<file path="src/rtl/sound_frame_sequencer.sv">
// sound_frame_sequencer: 512 Hz frame sequencer producing length/sweep/envelope ticks
// and per-channel length counters that gate sound channel activity.
module sound_frame_sequencer #(
   parameter int DIVIDER = 8192
) (
   input  logic       I_CLK,
   input  logic       I_RESET,
   input  logic       I_ENABLE,
   input  logic [3:0] I_LEN_LOAD,
   input  logic [7:0] I_LEN_DATA,
   input  logic [3:0] I_TRIGGER,
   input  logic [3:0] I_LEN_EN,
   output logic [2:0] O_STEP,
   output logic       O_LENGTH_TICK,
   output logic       O_SWEEP_TICK,
   output logic       O_ENV_TICK,
   output logic [3:0] O_LEN_ACTIVE
);
   localparam logic [15:0] LAST = 16'(DIVIDER - 1);
   logic [15:0] presc;
   logic [8:0]  cnt [4];
   logic        step_edge;
   assign step_edge = presc == LAST;
   always_ff @(posedge I_CLK) begin
      if (I_RESET || !I_ENABLE) begin
         presc         <= '0;
         O_STEP        <= '0;
         O_LENGTH_TICK <= 1'b0;
         O_SWEEP_TICK  <= 1'b0;
         O_ENV_TICK    <= 1'b0;
         O_LEN_ACTIVE  <= '0;
         for (int n = 0; n < 4; n++) cnt[n] <= '0;
      end else begin
         presc         <= step_edge ? '0 : presc + 16'd1;
         O_STEP        <= step_edge ? O_STEP + 3'd1 : O_STEP;
         O_LENGTH_TICK <= step_edge && !O_STEP[0];
         O_SWEEP_TICK  <= step_edge && O_STEP[1:0] == 2'd2;
         O_ENV_TICK    <= step_edge && O_STEP == 3'd7;
         // Load beats trigger beats decrement; any strobe suppresses the decrement.
         for (int n = 0; n < 4; n++) begin
            if (I_LEN_LOAD[n])
               cnt[n] <= n == 2 ? 9'd256 - {1'b0, I_LEN_DATA} : 9'd64 - {3'b0, I_LEN_DATA[5:0]};
            else if (I_TRIGGER[n]) begin
               if (cnt[n] == '0) cnt[n] <= n == 2 ? 9'd256 : 9'd64;
            end else if (O_LENGTH_TICK && I_LEN_EN[n] && cnt[n] != '0) begin
               cnt[n] <= cnt[n] - 9'd1;
               if (cnt[n] == 9'd1) O_LEN_ACTIVE[n] <= 1'b0;
            end
            if (I_TRIGGER[n]) O_LEN_ACTIVE[n] <= 1'b1;
         end
      end
   end
endmodule
</file>
<file path="config.mk">
export PLATFORM = sky130hd
export DESIGN_NAME = sound_frame_sequencer
export DESIGN_NICKNAME = d
export VERILOG_FILES = /design/src/rtl/sound_frame_sequencer.sv
export SDC_FILE = /design/constraint.sdc
export NUM_CORES = 1
export LEC_CHECK = 0
export ABC_AREA = 1
export CAP_MARGIN = 10
export CORE_ASPECT_RATIO = 0.9
export CORE_UTILIZATION = 35
export CTS_CLUSTER_DIAMETER = 200
export DETAILED_ROUTE_END_ITERATION = 8
export RECOVER_POWER = 100
export SETUP_SLACK_MARGIN = 0.5
export SKIP_CTS_REPAIR_TIMING = 1
export SLEW_MARGIN = 20
export SYNTH_ARGS = -nofsm -noshare
export SYNTH_HDL_FRONTEND = slang
export SYNTH_SLANG_ARGS = --single-unit
</file>
<file path="constraint.sdc">
create_clock -name I_CLK -period 2.2 [get_ports I_CLK]
set_clock_uncertainty 0.15 [all_clocks]
set_input_delay 0.44 -clock I_CLK [delete_from_list [all_inputs] [get_ports I_CLK]]
set_output_delay 0.44 -clock I_CLK [all_outputs]
set_load 0.01 [all_outputs]
</file>
; ---- After elaboration in Yosys (flattened, before gate mapping)
; Memories as Yosys holds them, arrays and structs flattened.
; Index checks and enable logic that the tools add are counted.
[word_totals]
ff_bits = 26
mem_bits_rw = 36
inputBits = 23
out_inout_bits = 10
word_cells = 158
memories = 1
[op_classes]
n_addsub = 8
eq_ne = 11
n_mux = 82
bitwise = 12
n_reduce_logical = 35
[mem_list]
columns = name, words, word_bits, rd, rd_clocked_by_memory_dff, write_ports, line
row1 = cnt, 4, 9, 4, 0, 4, 21  ; logic [8:0] cnt [4];
[ops]
columns = op, count
row1 = $mux 9, 12
row2 = $mux 1, 70
row3 = $eq 9x1->1 const B, 4
row4 = $logic_not 9->1, 4
row5 = $reduce_bool 9->1, 4
row6 = $sub 9x1->9 const B, 4
row7 = $add 16x1->16 const B, 1
row8 = $eq 16x13->1 const B, 1
row9 = $reduce_bool 2->1, 8
row10 = $or 1x1->1, 12
row11 = $reduce_and 3->1, 4
row12 = $logic_and 1x1->1, 11
row13 = $sub 9x8->9 const A, 1
row14 = $ne 2x1->1 const B, 4
row15 = $sub 7x6->8 const A, 1
row16 = $add 3x1->3 const B, 1
row17 = $eq 3x3->1 const B, 1
row18 = $eq 2x2->1 const B, 1
row19 = $logic_not 1->1, 2
row20 = $reduce_or 2->1, 1
row21 = $logic_or 1x1->1, 1

; ---- Longest topological paths before layout
; Gate-level depths: netlist (run 1).
[depth]
ltp_word = 8
ltp_mapped = 12

; ---- Least setup slack after synthesis (run 1)
; No wires, ideal clock.
[synth_path]
kind = reg2reg
start = mem cnt[2][0]
end = mem cnt[2][0] (enable)
setup_time_ps = 306
arrival_ps = 1522
setup_slack_ps = 223
path_stages_with_launch = 11
period_less_slack_ps = 1977
path_cell_list = edfxtp_1 inv_1 ha_1 nand2_1 nor2_2 nand2_2 nand3_2 buf_6 nand2_2 nor2_2 nand2_1
[synth_lines]
columns = item, line
row1 = start: declaration, 21

==> results of run 1 <==
-- power groups by stage --
| stage | combinational, mW | clock (mW) | sequential (mW) |
|---|---|---|---|
| 6_report | 0.688 | 1.47 | 1.31 |
| 4_1_cts | 0.527 | 1.49 | 1.31 |
| 5_1_grt | 0.757 | 1.56 | 1.32 |
| 3_3_place_gp | 0.521 | 0 | 1.33 |
| 3_5_place_dp | 0.523 | 0 | 1.34 |
| 2_1_floorplan | 0.348 | 0 | 1.33 |
-- stage by stage --
| step | cell area (µm²) | instances | TNS (ps) | util, % | total power, mW |
|---|---|---|---|---|---|
| finish | 6090 | 843 | 0 | 52.8 | 3.47 |
| global placement | 5050 | 781 | -5100 | 43.8 | 1.85 |
| detailed placement | 5050 | 781 | -6190 | 43.8 | 1.86 |
| floorplan | 4280 | 560 | 0 | - | 1.67 |
| global route | 6090 | 843 | 0 | 52.8 | 3.63 |
| CTS | 5360 | 797 | 0 | 46.5 | 3.33 |
-- cell type report --
class	instances	area, µm²
well taps	156	195
inverters	92	354
multi-input cells	405	2600
clock buffers	13	293
fillers	1034	5440
repair buffers	112	1020
clock inverters	3	21.3
flip-flops and latches	62	1610
-- synth_stat cells --
master    count
a21oi_1      22
a31oi_1       1
a41oi_1       1
and3_1        2
buf_4         1
buf_6         4
clkinv_1      1
dfxtp_1      26
edfxtp_1     36
ha_1         17
inv_1        85
inv_2         6
nand2_1     132
nand2_2       9
nand2_4       1
nand3_1      46
nand3_2       8
nand3b_1      2
nand3b_4      1
nand4_1      11
nor2_1       77
nor2_2        9
nor2_4        5
nor3_1        3
nor3_4        3
nor3b_1       1
o21a_1        1
o21ai_0       8
o21ai_1       6
o22ai_1       2
or2_0         1
or2_2         1
or3_1         1
xnor2_1       9
xor2_1       21
-- per-layer routing --
layer	wire length (µm)	global-route usage (%)	vias up
li1	-	-	2039
met1	4990	22.1	1896
met2	5580	28.4	75
met3	394	4.31	22
met4	284	6.06	0
met5	0	0	-
-- cells by family after synthesis --
| logic type | Yosys count | share of synthesized area, % |
|---|---|---|
| simple gates | 313 | 35.5 |
| buf+inv | 97 | 9.54 |
| flops | 62 | 38.4 |
| compound gates | 41 | 5.16 |
| xor+xnor | 30 | 6.30 |
| fa+ha+maj | 17 | 5.10 |
-- how the worst max path moves through the flow --
stage | start | to | slack, ps | cells after the start
2_1_floorplan | cnt[0][0] | cnt[0][0] | 370 | 8
3_3_place_gp | I_LEN_DATA[0] | cnt[2][6] | -180 | 11
3_5_place_dp | I_LEN_DATA[0] | cnt[2][6] | -190 | 11
4_1_cts | I_LEN_DATA[0] | cnt[2][6] | 130 | 11
5_1_grt | cnt[3][3] | cnt[3][0] | 170 | 7
6_report | cnt[3][3] | cnt[3][0] | 210 | 7
-- state kept, by name, summed over array words and instances, names as in the netlist --
signal / cells
O_LEN_ACTIVE: 4
O_LENGTH_TICK: 1
cnt: 36
O_ENV_TICK: 1
O_STEP: 3
presc: 16
O_SWEEP_TICK: 1
==> impl_metrics.csv, run 1 <==
group,metric,value,unit
outcome,status,"finished, final reports clean",
critical_path,cp.required,2130,ps
finish,diodes,0,
clock_tree,clkLatencyLatePin,330,ps
synthesis,yosysUniqueCellTypes,35,
drt,postRouteAntennaNets,0,
sta,max_freq,0.503,GHz
drt,first_pass_iters,4,
critical_path,critPathKind,"flop to flop",
critical_path,cp_cell_sequence,"nor2_1 -> nand3_4 -> nor2_4 -> nor2_1 -> nand2_1 -> buf_6 -> o22ai_1",
synthesis,ys_seq_elements,62,
critical_path,worst_path_most_repeated_cell,"nor2_1",
clock_tree,cts_buffer_depth,2,
critical_path,start_kind,"flop",
pwr,power_per_cell_area,570,mW/mm²
critical_path,path_delay_family,"simple AND/OR/NAND/NOR gates",
finish,synthToLayoutAreaGrowth,46.0,%
pwr,ir_drop,0.368,mV
pwr,seq_power_share,37.8,%
global_routing,gr-total-overflow,0,
drt,remaining_drc_errors,0,
pwr,p_int,2.52,mW
sta,rsz0062_at_grt,"yes",
finish,mostFrequentLayoutCells,"nand2_1, inv_1, buf_4, nor2_1, nand3_1",
critical_path,endpoint_kind,"flop",
sta,drv_slew,0,
synthesis,synth_nets,600,
synthesis,yosysWarnings,0,
sta,max_slew.worst_pin.slew,383,ps
finish,layout-drive-gt1-share,31.6,%
placement,port_buffers,32,
floorplanning,die_y,106,µm
critical_path,max_stage_delay,470,ps
synthesis,seq_area_frac_synth,38.4,%
synthesis,netlist_area,0.00417,mm²
critical_path,reg2reg_from,"cnt[3][3]",
clock_tree,cts.clk_slew.worst_paths,50,ps
floorplanning,start_util,36.2,%
pwr,p_sw_share,27.4,%
global_routing,grt_max_degree,16,
drt,wl_per_cell,13.3,µm
min_path,min_path_cells,1,
placement,finalWeightedCongestion,0.847,
pwr,p_sw,0.951,mW
placement,dp_slack,-189,ps
placement,hpwlAfterDp,7700,µm
synthesis,synth_top_area_share,25.9,%
drt,avgViaCountPerCell,4.78,
critical_path,critical_path_buf_inv_count,1,
sta,setup_viol,0,
drt,vias,4032,
min_path,min_to,"presc[0]",
clock_tree,cts_buffers,9,
global_routing,grt_pass1_vias,3519,
drt,postRouteWirelength,11200,µm
sta,slew_headroom,74.3,%
min_path,min-delay-start,"presc[0]",
global_routing,grt_usage,17.4,%
sta,hold_viol_final,0,
floorplanning,die_area,0.0124,mm²
critical_path,crit_fanout,5,
critical_path,regToRegSetupSlack,210,ps
synthesis,avgSynthCellArea,7.45,µm²
finish,mostFrequentLayoutCell,"nand2_1",
sta,holdWs,305,ps
floorplanning,io_pins,33,
pwr,power_frac_comb,19.8,%
synthesis,syn_inst,560,
clock_tree,htree_levels,3,
floorplanning,die_w,117,µm
critical_path,r2r.worst_path.cells,7,
min_path,hp-class,"flop to flop",
synthesis,yosys.area.top_type,"edfxtp_1",
floorplanning,core-area,0.0115,mm²
synthesis,yosys-top-cells-area,"edfxtp_1, dfxtp_1, nand2_1",
drt,drt_iter0_drc,217,
pwr,clkPwrFrac,42.3,%
sta,fin_ws,212,ps
run,maxCapViolCount,0,
global_routing,grt_pass1_wl,16500,µm
floorplanning,rows,37,
global_routing,antenna_found_initial,0,
critical_path,cpMaxStageDelayCell,"edfxtp_1",
finish,nNetsFinal,722,
clock_tree,root_buffer,"clkbuf_16",
clock_tree,tritoncts,"built",
critical_path,critical_path_arrival,1910,ps
critical_path,reg2reg_to,"cnt[3][0]",
sta,period_share,90.3,%
sta,layout_min_cycle_time,1990,ps
pwr,p_leak,2.75,nW
clock_tree,cts.sinks,62,
Power figures use the tool's default switching activity.
==> inputs of run 2 (changes only) <==
--- a/config.mk
+++ b/config.mk
@@ -11,6 +11,7 @@
 export CORE_UTILIZATION = 35
 export CTS_CLUSTER_DIAMETER = 200
 export DETAILED_ROUTE_END_ITERATION = 8
+export DONT_BUFFER_PORTS = 1
 export RECOVER_POWER = 100
 export SETUP_SLACK_MARGIN = 0.5
 export SKIP_CTS_REPAIR_TIMING = 1
==> impl_metrics.csv, run 2 (synthesis results as in run 1) <==
group,metric,value,unit
global_routing,grt_usage,16.9,%
finish,largest_reg_flops,36,
floorplanning,start_util,36.2,%
clock_tree,root_buffer,"clkbuf_16",
clock_tree,htree_levels,3,
drt,avgViaCountPerCell,4.83,
finish,multi_input_area,0.00249,mm²
global_routing,grt_pass1_vias,3384,
finish,layout-drive-gt1-share,24.8,%
outcome,status,"finished, final reports clean",
critical_path,critPathLaunch,"cnt[0][0]",
finish,top_register,"cnt",
global_routing,gr-total-overflow,0,
drt,drt_iter0_drc,223,
placement,dp_slack,196,ps
finish,mostFrequentLayoutCell,"nand2_1",
placement,port_buffers,0,
critical_path,critical_path_arrival,1870,ps
sta,setup_viol,0,
floorplanning,die_y,106,µm
placement,placed_area,0.00446,mm²
drt,postRouteWirelength,10700,µm
critical_path,crit_fanout,6,
drt,wl_per_cell,13.9,µm
finish,fin_util,45.6,%
sta,max_slew.worst_pin.slew,395,ps
critical_path,max_stage_delay,430,ps
sta,hold_viol_final,0,
finish,largestRegisters,"cnt (36), presc (16), O_LEN_ACTIVE (4)",
clock_tree,cts_buffers,9,
sta,max_freq,0.519,GHz
floorplanning,io_pins,33,
critical_path,critPathKind,"flop to flop",
drt,postRouteAntennaNets,0,
finish,synthToLayoutAreaGrowth,26.0,%
placement,finalWeightedCongestion,0.817,
floorplanning,die_w,117,µm
finish,instances_no_fill,772,
finish,regArea,0.00160,mm²
min_path,hp-class,"primary input to flop",
critical_path,cp.required,2140,ps
drt,first_pass_iters,4,
placement,dp.cells,717,
sta,slew_headroom,73.5,%
sta,period_share,87.6,%
floorplanning,die_area,0.0124,mm²
drt,vias,3728,
finish,fillers,1105,
clock_tree,tritoncts,"built",
finish,nNetsFinal,651,
global_routing,grt_max_degree,16,
sta,fin_ws,273,ps
pwr,power_per_cell_area,620,mW/mm²
critical_path,endpoint_kind,"flop",
critical_path,reg2reg_from,"cnt[0][0]",
pwr,p_leak,2.33,nW
critical_path,cpMaxStageDelayCell,"edfxtp_1",
sta,drv_slew,0,
global_routing,antenna_found_initial,0,
clock_tree,cts.clk_slew.worst_paths,60,ps
clock_tree,cts_buffer_depth,2,
critical_path,cp_cell_sequence,"inv_1 -> ha_1 -> nand2_2 -> nor2_2 -> nand2_1 -> nand3_4 -> buf_6 -> nand3_4 -> nand2_1 -> inv_1",
global_routing,grt_pass1_wl,15800,µm
drt,remaining_drc_errors,0,
placement,hpwlAfterDp,7600,µm
critical_path,start_kind,"flop",
clock_tree,cts.sinks,62,
sta,layout_min_cycle_time,1930,ps
finish,mostFrequentLayoutCells,"nand2_1, inv_1, nor2_1, nand3_1, edfxtp_1",
run,maxCapViolCount,0,
clock_tree,clkLatencyLatePin,340,ps
sta,fin_setup_tns,0,ps
pwr,ir_drop,0.381,mV
finish,diodes,0,
sta,rsz0062_at_grt,"yes",
finish,fin_area,0.00526,mm²
min_path,min-delay-start,"I_TRIGGER[2]",
floorplanning,core-area,0.0115,mm²
floorplanning,rows,37,
[run 2: changes by cell type in the layout (fill, tap and decap cells not counted), moves of 6 or more]
cell,delta
ha_4,-6
inv_1,+13
dlymetal6s2s_1,-10
buf_4,-30
inv_2,-13
clkdlybuf4s50_1,-12
clkdlybuf4s25_1,-9
buf_6,-10
[run 2: per-stage QoR]
stage	power (mW)	hold WS (ps)
floorplan	1.67	268
global placement	1.76	281
detailed placement	1.77	293
CTS	3.18	106
global route	3.41	112
finish	3.26	115
[run 2: cell type report]
| cell class | instances | share of cell area (%) |
|---|---|---|
| clock buffers | 14 | 5.43 |
| clock inverters | 2 | 0.214 |
| flip-flops and latches | 62 | 30.5 |
| multi-input cells | 405 | 47.4 |
| repair buffers | 40 | 5.88 |
| well taps | 156 | 3.71 |
| repair inverters | 1 | 0.0952 |
| inverters | 92 | 6.79 |
[run 2: final timing paths]
path,endpoint,cells after the start,slack (ps)
worst max register to register,cnt[0][6],10,270
worst max-delay path,cnt[0][6],10,270
worst min-delay path,O_LEN_ACTIVE[2],2,110
worst min register to register,presc[0],1,270
[run 2: power by group]
part           switching [mW]  internal [mW]
clock network           0.509          0.892
logic                   0.336          0.206
registers              0.0383           1.28
[run 2: worst max-delay path, delay by kind of cell (launching register included)]
family        cells  cell delay [ps]
flops             1              430
simple gates      6              620
buf+inv           3              280
fa+ha+maj         1              210
[run 2: per-layer routing]
metal | wire [µm] | track usage (%) | share of wire (%) | vias to the layer above
li1 | - | - | - | 1892
met1 | 4510 | 20.4 | 42 | 1747
met2 | 5350 | 26.6 | 50 | 70
met3 | 609 | 6.56 | 5.7 | 19
met4 | 273 | 6.87 | 2.5 | 0
met5 | 0 | 0 | 0 | -
==> inputs of run 3 (changes only) <==
--- a/config.mk
+++ b/config.mk
@@ -9,6 +9,7 @@
 export CAP_MARGIN = 10
 export CORE_ASPECT_RATIO = 0.9
 export CORE_UTILIZATION = 35
+export CTS_BUF_LIST = sky130_fd_sc_hd__clkbuf_2 sky130_fd_sc_hd__clkbuf_4 sky130_fd_sc_hd__clkbuf_8
 export CTS_CLUSTER_DIAMETER = 200
 export DETAILED_ROUTE_END_ITERATION = 8
 export DONT_BUFFER_PORTS = 1
==> impl_metrics.csv, run 3 (synthesis results as in run 1) <==
group,metric,value,unit
outcome,status,"finished, final reports clean",
placement,finalWeightedCongestion,0.817,
critical_path,endpoint_kind,"flop",
critical_path,crit_fanout,8,
sta,layout_min_cycle_time,1930,ps
sta,setup_viol,0,
finish,largestRegisters,"cnt (36), presc (16), O_LEN_ACTIVE (4)",
pwr,p_sw_share,28.3,%
clock_tree,tritoncts,"built",
min_path,hp-class,"primary input to flop",
sta,drv_slew,0,
sta,max_slew.worst_pin.slew,390,ps
global_routing,grt_max_degree,16,
finish,mostFrequentLayoutCell,"nand2_1",
sta,slew_headroom,73.9,%
global_routing,gr-total-overflow,0,
clock_tree,cts.sinks,62,
floorplanning,die_area,0.0124,mm²
critical_path,worst_path_most_repeated_cell,"nand2_2",
finish,largest_reg_flops,36,
global_routing,antenna_found_initial,0,
drt,first_pass_iters,4,
placement,hpwlAfterDp,7600,µm
finish,synthToLayoutAreaGrowth,20.7,%
critical_path,cpMaxStageDelayCell,"edfxtp_1",
critical_path,cp.required,2170,ps
global_routing,grt_pass1_wl,15900,µm
pwr,power_per_cell_area,576,mW/mm²
finish,mostFrequentLayoutCells,"nand2_1, inv_1, nor2_1, nand3_1, edfxtp_1",
drt,remaining_drc_errors,0,
pwr,seq_power_share,45.3,%
critical_path,reg2reg_from,"cnt[1][1]",
finish,diodes,0,
drt,vias,3687,
floorplanning,die_y,106,µm
run,maxCapViolCount,0,
drt,postRouteWirelength,10500,µm
global_routing,grt_use_met1,20.6,%
global_routing,gr-usage-met2,27.0,%
critical_path,max_stage_delay,400,ps
pwr,power_frac_comb,17.7,%
sta,rsz0062_at_grt,"yes",
pwr,p_int,2.08,mW
clock_tree,clkLatencyLatePin,350,ps
min_path,min_path_cells,2,
critical_path,reg2reg_to,"cnt[1][1]",
finish,fillers,1141,
floorplanning,start_util,36.2,%
clock_tree,cts_buffers,9,
critical_path,r2r.worst_path.cells,10,
floorplanning,io_pins,33,
sta,fin_setup_tns,0,ps
sta,fin_ws,266,ps
finish,nNetsFinal,645,
pwr,ir_drop,0.268,mV
drt,wl_per_cell,13.7,µm
drt,postRouteAntennaNets,0,
finish,top_register,"cnt",
global_routing,grt_pass1_vias,3378,
critical_path,cp_cell_sequence,"inv_1 -> ha_4 -> nand2_2 -> nor2_4 -> nand2_2 -> nand3_4 -> clkbuf_1 -> nand3_1 -> nand2_1 -> nor2_1",
critical_path,regToRegSetupSlack,270,ps
drt,drt_iter0_drc,184,
drt,avgViaCountPerCell,4.81,
global_routing,use_met3,5.75,%
pwr,clkPwrFrac,37.0,%
floorplanning,rows,37,
placement,dp_slack,196,ps
critical_path,start_kind,"flop",
finish,layout-drive-gt1-share,20.8,%
global_routing,grt_usage,16.8,%
placement,port_buffers,0,
min_path,min-delay-start,"I_TRIGGER[2]",
global_routing,top_usage_layer,"met2",
clock_tree,root_buffer,"clkbuf_8",
sta,period_share,87.9,%
floorplanning,die_w,117,µm
floorplanning,core-area,0.0115,mm²
min_path,min_to,"O_LEN_ACTIVE[2]",
sta,max_freq,0.517,GHz
critical_path,critical_path_arrival,1900,ps
pwr,p_leak,2.24,nW
clock_tree,htree_levels,3,
critical_path,critPathKind,"flop to flop",
pwr,p_sw,0.821,mW
sta,hold_viol_final,0,
clock_tree,cts_buffer_depth,2,
clock_tree,cts.clk_slew.worst_paths,70,ps
-- run 3: metal layers --
metal	up-vias	routed length [µm]
met4	0	260
li1	1881	-
met5	-	0
met3	19	517
met2	69	5190
met1	1718	4510
-- run 3: stage by stage --
step | cell area (µm²) | power, mW | hold slack, ps | cells | util (%)
after floorplan | 4280 | 1.67 | 268 | 560 | -
after CTS | 4670 | 2.84 | 86.5 | 733 | 40.5
after global placement | 4460 | 1.76 | 281 | 717 | 38.7
after detailed placement | 4460 | 1.77 | 293 | 717 | 38.7
final | 5030 | 2.90 | 99.9 | 766 | 43.7
after global routing | 5030 | 3.05 | 89.1 | 766 | 43.7
-- run 3: worst max-delay path by stage --
stage	cells after the start	endpoint	start	slack [ps]
2_1_floorplan	8	cnt[0][0]	cnt[0][0]	370
3_3_place_gp	8	cnt[1][6]	I_ENABLE	230
3_5_place_dp	8	cnt[1][5]	I_ENABLE	200
4_1_cts	9	cnt[2][0]	cnt[2][0]	270
5_1_grt	10	cnt[1][1]	cnt[1][1]	160
6_report	10	cnt[1][1]	cnt[1][1]	270
-- run 3: worst max-delay path, delay by kind of cell (launching register included) --
family,cells,cell delay [ps]
fa+ha+maj,1,140
buf+inv,2,430
flops,1,400
simple gates,7,580
-- run 3: power by group through the flow --
stage | clock network, mW | registers [mW] | logic [mW]
after global placement | 0 | 1.34 | 0.425
after detailed placement | 0 | 1.34 | 0.428
after floorplan | 0 | 1.33 | 0.348
after global routing | 1.16 | 1.32 | 0.572
after CTS | 1.10 | 1.31 | 0.431
final | 1.07 | 1.31 | 0.514
-- run 3: area by class of cell --
cell class                      count  area, µm²  area share (%)
Sequential cell                    62       1600            31.8
Timing Repair Buffer               36        275            5.47
Inverter                           92        349            6.94
Clock inverter                      3       41.3           0.820
Clock buffer                       13        166            3.31
Multi-Input combinational cell    404       2400            47.8
Tap cell                          156        195            3.88
